==> config.mk <==
export PLATFORM = sky130hd
export DESIGN_NAME = rfphoenix_vec_wb
export DESIGN_NICKNAME = d
export VERILOG_FILES = /design/src/rtl/rfphoenix_vec_wb.sv
export SDC_FILE = /design/constraint.sdc
export NUM_CORES = 2
export LEC_CHECK = 0
export CAP_MARGIN = 5
export CORE_MARGIN = 2
export CORE_UTILIZATION = 40
export DETAILED_ROUTE_END_ITERATION = 16
export PLACE_DENSITY = 0.68
export REMOVE_ABC_BUFFERS = 1
export SETUP_SLACK_MARGIN = 0.02
export SKIP_CTS_REPAIR_TIMING = 1
export SLEW_MARGIN = 30
export SYNTH_ARGS = -nofsm -noshare
export SYNTH_HDL_FRONTEND = slang
export SYNTH_SLANG_ARGS = --single-unit
==> constraint.sdc <==
create_clock -name clk -period 21.2 [get_ports clk]
set_input_delay 6.36 -clock clk [delete_from_list [all_inputs] [get_ports clk]]
set_output_delay 6.36 -clock clk [all_outputs]
set_load 0.1 [all_outputs]
==> src/rtl/rfphoenix_vec_wb.sv <==
// rfphoenix_vec_wb -- vector result writeback sequencer.
//
// Takes one full-width vector result (NLANES lanes) plus a per-lane write
// mask and destination register, and drains it into a narrow register file
// write port PORTS lanes per beat. Lane groups whose mask slice is all zero
// are skipped at no cycle cost. Scalar-target results produce exactly one
// lane-0 beat. A one-cycle done pulse reports completion to issue.
//
// Ports:
//   clk, rst           clock, asynchronous active-high reset
//   res_valid/ready    result handshake (ready only while idle)
//   res_data           NLANES*WIDTH result, lane n at [n*WIDTH +: WIDTH]
//   res_mask           per-lane write enable
//   res_rt, res_tt     destination register, 1 = vector / 0 = scalar target
//   wr_stall           register file back-pressure, holds the current beat
//   wr_en/reg/grp/we/data  registered write beat to the register file
//   done_valid/rt      one-cycle completion pulse and its register
module rfphoenix_vec_wb #(
  parameter int NLANES = 16,
  parameter int WIDTH  = 32,
  parameter int PORTS  = 4,
  parameter int RBITS  = 6,
  localparam int NGRP  = NLANES / PORTS,
  localparam int GBITS = (NGRP > 1) ? $clog2(NGRP) : 1
) (
  input  logic                    clk,
  input  logic                    rst,
  input  logic                    res_valid,
  output logic                    res_ready,
  input  logic [NLANES*WIDTH-1:0] res_data,
  input  logic [NLANES-1:0]       res_mask,
  input  logic [RBITS-1:0]        res_rt,
  input  logic                    res_tt,
  input  logic                    wr_stall,
  output logic                    wr_en,
  output logic [RBITS-1:0]        wr_reg,
  output logic [GBITS-1:0]        wr_grp,
  output logic [PORTS-1:0]        wr_we,
  output logic [PORTS*WIDTH-1:0]  wr_data,
  output logic                    done_valid,
  output logic [RBITS-1:0]        done_rt
);

  localparam logic [1:0] ST_IDLE  = 2'd0;
  localparam logic [1:0] ST_WRITE = 2'd1;
  localparam logic [1:0] ST_DONE  = 2'd2;

  logic [1:0]              r_state;
  logic [NLANES*WIDTH-1:0] r_data;
  logic [NLANES-1:0]       r_mask;
  logic [RBITS-1:0]        r_rt;
  logic                    r_tt;

  logic                    r_ready;
  logic                    r_wr_en;
  logic [RBITS-1:0]        r_wr_reg;
  logic [GBITS-1:0]        r_wr_grp;
  logic [PORTS-1:0]        r_wr_we;
  logic [PORTS*WIDTH-1:0]  r_wr_data;
  logic                    r_done_valid;
  logic [RBITS-1:0]        r_done_rt;

  // Per-group "any lane enabled" flags for the incoming and captured masks.
  logic [NGRP-1:0] w_in_nz;
  logic [NGRP-1:0] w_cap_nz;

  genvar gi;
  generate
    for (gi = 0; gi < NGRP; gi++) begin : g_nz
      assign w_in_nz[gi]  = |res_mask[gi*PORTS +: PORTS];
      assign w_cap_nz[gi] = |r_mask[gi*PORTS +: PORTS];
    end
  endgenerate

  // First group to write for a newly offered result, and the next group
  // after the one currently on the port. Scanning high to low leaves the
  // lowest qualifying index in the result.
  logic [GBITS-1:0] w_first_grp;
  logic             w_first_any;
  logic [GBITS-1:0] w_next_grp;
  logic             w_next_any;

  always_comb begin
    w_first_grp = '0;
    w_first_any = 1'b0;
    w_next_grp  = '0;
    w_next_any  = 1'b0;
    for (int g = NGRP - 1; g >= 0; g--) begin
      if (w_in_nz[g]) begin
        w_first_grp = GBITS'(g);
        w_first_any = 1'b1;
      end
      if (w_cap_nz[g] && (g > int'(r_wr_grp))) begin
        w_next_grp = GBITS'(g);
        w_next_any = 1'b1;
      end
    end
  end

  always_ff @(posedge clk or posedge rst) begin
    if (rst) begin
      r_state      <= ST_IDLE;
      r_data       <= '0;
      r_mask       <= '0;
      r_rt         <= '0;
      r_tt         <= 1'b0;
      r_ready      <= 1'b1;
      r_wr_en      <= 1'b0;
      r_wr_reg     <= '0;
      r_wr_grp     <= '0;
      r_wr_we      <= '0;
      r_wr_data    <= '0;
      r_done_valid <= 1'b0;
      r_done_rt    <= '0;
    end else begin
      case (r_state)
        ST_IDLE: begin
          if (res_valid) begin
            r_data  <= res_data;
            r_mask  <= res_mask;
            r_rt    <= res_rt;
            r_tt    <= res_tt;
            r_ready <= 1'b0;
            if (!res_tt) begin
              // Scalar target: lane 0 only, mask ignored.
              r_state   <= ST_WRITE;
              r_wr_en   <= 1'b1;
              r_wr_reg  <= res_rt;
              r_wr_grp  <= '0;
              r_wr_we   <= PORTS'(1);
              r_wr_data <= (PORTS*WIDTH)'(res_data[WIDTH-1:0]);
            end else if (w_first_any) begin
              r_state   <= ST_WRITE;
              r_wr_en   <= 1'b1;
              r_wr_reg  <= res_rt;
              r_wr_grp  <= w_first_grp;
              r_wr_we   <= res_mask[int'(w_first_grp)*PORTS +: PORTS];
              r_wr_data <= res_data[int'(w_first_grp)*PORTS*WIDTH +: PORTS*WIDTH];
            end else begin
              // Nothing to write: report completion straight away.
              r_state      <= ST_DONE;
              r_done_valid <= 1'b1;
              r_done_rt    <= res_rt;
            end
          end
        end

        ST_WRITE: begin
          // A stalled beat simply keeps every wr_* register unchanged.
          if (!wr_stall) begin
            if (r_tt && w_next_any) begin
              r_wr_grp  <= w_next_grp;
              r_wr_we   <= r_mask[int'(w_next_grp)*PORTS +: PORTS];
              r_wr_data <= r_data[int'(w_next_grp)*PORTS*WIDTH +: PORTS*WIDTH];
            end else begin
              r_state      <= ST_DONE;
              r_wr_en      <= 1'b0;
              r_wr_reg     <= '0;
              r_wr_grp     <= '0;
              r_wr_we      <= '0;
              r_wr_data    <= '0;
              r_done_valid <= 1'b1;
              r_done_rt    <= r_rt;
            end
          end
        end

        ST_DONE: begin
          r_state      <= ST_IDLE;
          r_done_valid <= 1'b0;
          r_done_rt    <= '0;
          r_ready      <= 1'b1;
        end

        default: begin
          r_state      <= ST_IDLE;
          r_wr_en      <= 1'b0;
          r_wr_we      <= '0;
          r_done_valid <= 1'b0;
          r_ready      <= 1'b1;
        end
      endcase
    end
  end

  assign res_ready  = r_ready;
  assign wr_en      = r_wr_en;
  assign wr_reg     = r_wr_reg;
  assign wr_grp     = r_wr_grp;
  assign wr_we      = r_wr_we;
  assign wr_data    = r_wr_data;
  assign done_valid = r_done_valid;
  assign done_rt    = r_done_rt;

endmodule

# Yosys cells after proc, flatten, opt, wreduce, memory -nomap -nowiden

Cells that the tools add are included.

Add/sub/neg operators: 0
Multiply operators: 0
Divide/modulo/power cells: 0
Magnitude comparators: 3
Equal/unequal tests: 8
Shift operators: 4
Multiplexer cells: 64
Bitwise gates (word level): 2
Reductions and logical operators: 23

Operators with widths:

| operator                                                   | count |
|---|---|
| 512-bit by 10-bit variable part select with 128-bit output | 2 |
| 128-bit 2-to-1 mux                                         | 5 |
| 128-bit one-hot mux with 2 select lines                    | 1 |
| 6-bit 2-to-1 mux                                           | 10 |
| 2-bit 2-to-1 mux                                           | 17 |
| 16-bit by 5-bit variable part select with 4-bit output     | 2 |
| 4-bit OR reduction                                         | 7 |
| 4-bit 2-to-1 mux                                           | 5 |
| 1-bit 2-to-1 mux                                           | 18 |
| 6-bit one-hot mux with 3 select lines                      | 1 |
| 5-bit AND reduction                                        | 3 |
| 4-bit one-hot mux with 3 select lines                      | 1 |
| 6-bit one-hot mux with 2 select lines                      | 1 |
| 2-bit inequality test, second input constant               | 5 |
| 2-bit one-hot mux with 2 select lines                      | 2 |
| 4-bit AND reduction                                        | 2 |
| 6-bit AND reduction                                        | 1 |
| 2-bit > comparator, first input constant                   | 2 |
| 1-bit logical AND                                          | 4 |
| 1-bit one-hot mux with 2 select lines                      | 2 |
| 2-bit AND reduction                                        | 2 |
| 3-bit inequality test, second input constant               | 1 |
| 1-bit one-hot mux with 3 select lines                      | 1 |
| 3-bit AND reduction                                        | 1 |
| 7 further kinds                                            | 8 |

Flip-flop bits (word level): 686
Bits in latches: 0
Bits in writable memories: 0
Bits in read-only memories: 0
Bits of input ports: 539
Output and inout bits: 149
Word-level logic and storage cells: 117
Memories kept: 0

# Depth between registers and ports, before layout

Depth in word-level cells: 10
Gate-level depth with buffers: 10
Mapped depth without buffers: 7

# Worst setup path before layout

No wires, ideal clock.

Path kind: input port to flip-flop
From: input port res_mask[12]
To: register r_wr_data[0] (netlist: wr_data[0])
Setup time: 0.126 ns
Arrival time: 8.132 ns
Data required time: 21.074 ns
Setup slack: 12.942 ns
Cell stages on the path: 8
Path buffers: 3
Cell sequence: or4_1 clkbuf_1 o31a_1 clkbuf_1 clkbuf_1 o21ai_0 a21oi_1 o32a_1

Longest elaborated chain between the ends: 10
Elaborated cells on any way between the ends: 16
Those cells by class: 1 x eq/ne; 1 x shift; 12 x mux; 2 x reduce/logical

RTL lines:

| item                                                       | line | source |
|---|---|---|
| start, declared                                            | 31   | `input logic [NLANES-1:0] res_mask,` |
| 4-bit OR reduction *                                       | 70   | `assign w_in_nz[gi] = \|res_mask[gi*PORTS +: PORTS];` |
| 2-bit 2-to-1 mux (4 in a row)                              | 89   | `if (w_in_nz[g]) begin` |
| 512-bit by 10-bit variable part select with 128-bit output | 138  | `r_wr_data <= res_data[int'(w_first_grp)*PORTS*WIDTH +: PORTS*WIDTH];` |
| 128-bit 2-to-1 mux                                         | 132  | `end else if (w_first_any) begin` |
| 128-bit 2-to-1 mux                                         | 124  | `if (!res_tt) begin` |
| 128-bit 2-to-1 mux                                         | 118  | `if (res_valid) begin` |
| 128-bit one-hot mux with 2 select lines                    | 116  | `case (r_state)` |
| end signal, assigned                                       | 131  | `r_wr_data <= (PORTS*WIDTH)'(res_data[WIDTH-1:0]);` |
| end signal, assigned                                       | 138  |  |
| end signal, assigned                                       | 154  | `r_wr_data <= r_data[int'(w_next_grp)*PORTS*WIDTH +: PORTS*WIDTH];` |
| end, declared                                              | 59   | `logic [PORTS*WIDTH-1:0] r_wr_data;` |

Every way passes the cells marked *; elsewhere a longest branch is shown, timed or not. The select of a mux whose other input is x is not followed.
A chain may end at the register's enable or synchronous reset.

# Worst setup path after layout

From: input port res_mask[13]
To: register r_wr_data[57] (netlist: wr_data[57])

Same word-level chain as after synthesis.

==> reports/summary.json <==
{
  "outcome": "complete, no violations",
  "maxSlewHeadroom_pct": 29.5,
  "port-buffer-count": 687,
  "timing.critical_path.arrival_ns": 10.38,
  "synth_edf_count": 0,
  "max-cap-violations": 0,
  "power.share.switching_pct": 46.1,
  "intPower_mw": 3.46,
  "placed_cells_incl_taps": 3733,
  "power.clock.fraction_pct": 17.4,
  "numClockSinks": 563,
  "die_height_um": 266,
  "dr_vias_cell": 6.31,
  "cts.clk_slew.worst_paths_ns": 0.06,
  "synth_cell_type_count": 51,
  "tritoncts.num_buffers": 60,
  "dieWidth_um": 266,
  "detail-route-antenna-nets": 0,
  "cp_launch_type": "primary input",
  "finish_stage_setup_viols": 0,
  "crit_path_max_fanout": 80,
  "power.share.combinational_pct": 52.0,
  "ys_warn_count": 0,
  "final_net_count": 3468,
  "ys.flop_type": "sky130_fd_sc_hd__dfrtp_1",
  "ir_worst_vdd_mv": 0.152,
  "grt_most_used_layer": "met2",
  "grt_start_max_net_pins": 184,
  "detail_route.wirelength_um": 108000,
  "setup.worst_path.class": "in2reg",
  "largest_register_ffs": 391,
  "cts-htree-levels": 2,
  "synth_seq_cells": 563,
  "pwr-share-seq_pct": 30.6,
  "groute.layer.met3.usage_pct": 8.36,
  "cts_root_buf": "sky130_fd_sc_hd__clkbuf_16",
  "gp_routability_congestion": 0.925,
  "detailedPlace.worstSlack_ns": 10.55,
  "rsz0062_at_grt": "no",
  "layout-drive-gt1-share_pct": 20.7,
  "synthArstFlopShare_pct": 100,
  "layout.cells.non_filler": 3866,
  "post_synth_inst_count": 2374,
  "global_route.overflow_total": 0,
  "period_minus_slack_ns": 9.86,
  "clock_latency_ns": 0.62,
  "residual_drc_count": 0,
  "ioPinCount": 688,
  "crit_path_capture_type": "register",
  "ratio_of_total_power_to_cell_area_nw_per_um2": 174,
  "worstPathRequired_ns": 21.72,
  "max_flop_register": "r_data",
  "seq_area_frac_synth_pct": 51.5,
  "netSwitchingPower_mw": 2.96,
  "core-area_sq_um": 67500,
  "clock_path_buffers": 3,
  "full_die_area_sq_um": 70500,
  "initial_core_util_pct": 40.5,
  "power.leakage_nw": 14.7,
  "final.period_utilization_pct": 46.5,
  "worst_pin_slew_ns": 1.05,
  "grt_antenna_before_repair": 31,
  "number_of_drc_violations_after_detailed_routing_iteration_0": 2555,
  "placement_rows": 95,
  "hold_viol": 0,
  "syn_area_per_cell_sq_um": 11.5,
  "routed-via-count": 24389,
  "clock_skew_ns": 0.0196,
  "hpwlAfterDp_um": 69600,
  "setup_ws_post_layout_ns": 11.34,
  "fillers": 5633,
  "grt_pass1_vias": 25140,
  "grtUsageMet2_pct": 48.4,
  "routedWlPerCell_um": 28.0,
  "hold_path.class": "reg2reg",
  "area_growth_syn_to_layout_pct": 35.0,
  "clock.fmax_ghz": 0.101,
  "netlist_area_sq_um": 27400,
  "grt.total_usage_pct": 29.7,
  "cts_tree": "done",
  "grt_use_met1_pct": 36.6,
  "first_pass_grt_wire_length_um": 161000,
  "drt_first_pass_iters": 6,
  "report.final.slew_viol_count": 0
}
[final timing paths]
path	start	to	slack, ns	cells past startpoint
worst max-delay path	res_mask[13]	wr_data[57]	11.34	8
worst min-delay path	wr_reg[0]	wr_reg[0]	0.48	1
worst max register to register	r_state[1]	wr_data[57]	17.09	9
worst min register to register	wr_reg[0]	wr_reg[0]	0.48	1
max in group asynchronous	rst	r_data[491]	12.74	5
min in group asynchronous	rst	wr_data[4]	6.27	2
[power groups by stage]
stage	combinational (mW)	sequential (mW)	clock, mW
global route	3.51	2.02	1.18
finish	3.34	1.97	1.12
CTS	3.33	1.95	1.13
global placement	3.29	1.93	0
floorplan	1.82	2.93	0
detailed placement	3.32	1.97	0
[cells in the final DEF, fill, tap and decap left out, types with 4 or more instances in the layout]
cell type | Yosys | layout
sky130_fd_sc_hd__clkbuf_1 | 203 | 13
sky130_fd_sc_hd__mux2_2 | 415 | 415
sky130_fd_sc_hd__nor3_1 | 8 | 7
sky130_fd_sc_hd__nand2_1 | 84 | 80
sky130_fd_sc_hd__nor2_1 | 128 | 123
sky130_fd_sc_hd__a211o_1 | 9 | 9
sky130_fd_sc_hd__buf_6 | 1 | 4
sky130_fd_sc_hd__o32a_1 | 17 | 17
sky130_fd_sc_hd__clkinv_2 | 0 | 7
sky130_fd_sc_hd__o221ai_1 | 154 | 154
sky130_fd_sc_hd__a21boi_0 | 8 | 8
sky130_fd_sc_hd__diode_2 | 0 | 22
sky130_fd_sc_hd__o22ai_1 | 95 | 95
sky130_fd_sc_hd__clkbuf_16 | 0 | 61
sky130_fd_sc_hd__buf_4 | 2 | 29
sky130_fd_sc_hd__bufinv_16 | 0 | 8
sky130_fd_sc_hd__a22oi_1 | 89 | 89
sky130_fd_sc_hd__buf_2 | 20 | 38
sky130_fd_sc_hd__o21ai_0 | 54 | 54
sky130_fd_sc_hd__nor4_2 | 0 | 4
sky130_fd_sc_hd__dfrtp_1 | 562 | 562
sky130_fd_sc_hd__or4_1 | 7 | 5
sky130_fd_sc_hd__o31ai_1 | 4 | 4
sky130_fd_sc_hd__a31oi_1 | 116 | 116
sky130_fd_sc_hd__nor2_4 | 0 | 5
sky130_fd_sc_hd__a32o_1 | 7 | 7
sky130_fd_sc_hd__nand3_1 | 7 | 7
sky130_fd_sc_hd__a22o_1 | 103 | 103
sky130_fd_sc_hd__a21oi_1 | 73 | 73
sky130_fd_sc_hd__a222oi_1 | 16 | 16
sky130_fd_sc_hd__buf_16 | 0 | 4
sky130_fd_sc_hd__nor4_1 | 14 | 10
sky130_fd_sc_hd__clkdlybuf4s50_1 | 0 | 648
sky130_fd_sc_hd__buf_12 | 0 | 4
sky130_fd_sc_hd__inv_1 | 12 | 11
sky130_fd_sc_hd__a21o_1 | 120 | 120
sky130_fd_sc_hd__clkbuf_8 | 0 | 13
[layout make-up]
| cell class | instances | area (sq um) | share of cell area [%] |
|---|---|---|---|
| Inverter | 12 | 57.6 | 0.156 |
| Clock inverter | 20 | 317 | 0.857 |
| Tap cell | 873 | 1090 | 2.96 |
| Clock buffer | 87 | 1750 | 4.75 |
| Timing Repair Buffer | 727 | 7130 | 19.3 |
| Multi-Input combinational cell | 1562 | 12500 | 33.7 |
| Antenna cell | 22 | 55.1 | 0.149 |
| Sequential cell | 563 | 14100 | 38.1 |
[layer usage]
metal | share of wire, % | vias to the layer above
li1 | - | 10358
met1 | 38 | 12370
met2 | 48 | 1341
met3 | 9.8 | 304
met4 | 4.8 | 16
met5 | 0.095 | -
[Yosys cell counts (all sizes together), types with 16 or more instances]
cell	count	share of area (%)
dfrtp	562	51
mux2	415	17
clkbuf	203	2.8
o221ai	154	4.9
nor2	128	1.8
a21o	120	3.3
a31oi	116	2.7
a22o	103	3.3
o22ai	95	2.2
a22oi	89	2.4
nand2	84	1.2
a21oi	74	1.4
o21ai	55	1.0
buf	34	0.61
o32a	17	0.62
a222oi	16	0.59
[worst max-delay path, cell delays in order]
cell	delay, ns
sky130_fd_sc_hd__clkdlybuf4s50_1	0.51
sky130_fd_sc_hd__or4_1	0.53
sky130_fd_sc_hd__nor3_1	0.24
sky130_fd_sc_hd__a211oi_4	0.65
sky130_fd_sc_hd__buf_4	0.82
sky130_fd_sc_hd__buf_4	0.81
sky130_fd_sc_hd__nor2_1	0.11
sky130_fd_sc_hd__a31oi_1	0.20
[kinds of logic after synthesis]
logic type / share of synthesized area [%]
multiplexers: 17.1
adder cells (fa/ha/maj): 0.137
AO/OA/AOI/OAI: 23.7
AND/OR/NAND/NOR: 4.05
buffers and inverters: 3.56
flip-flops: 51.5
[metrics by stage]
stage               cell area, sq um  TNS, ns  util [%]  hold slack, ns  power [mW]
finish                         36900        0      54.7           0.478        6.42
global route                   36900        0      54.7           0.503        6.71
CTS                            36800        0      54.5           0.480        6.42
detailed placement             34700        0      51.4           0.465        5.29
global placement               34900        0      51.6           0.464        5.22
floorplan                      26400  -788.55         -           0.450        4.75
(Power assumes the default switching activity.)
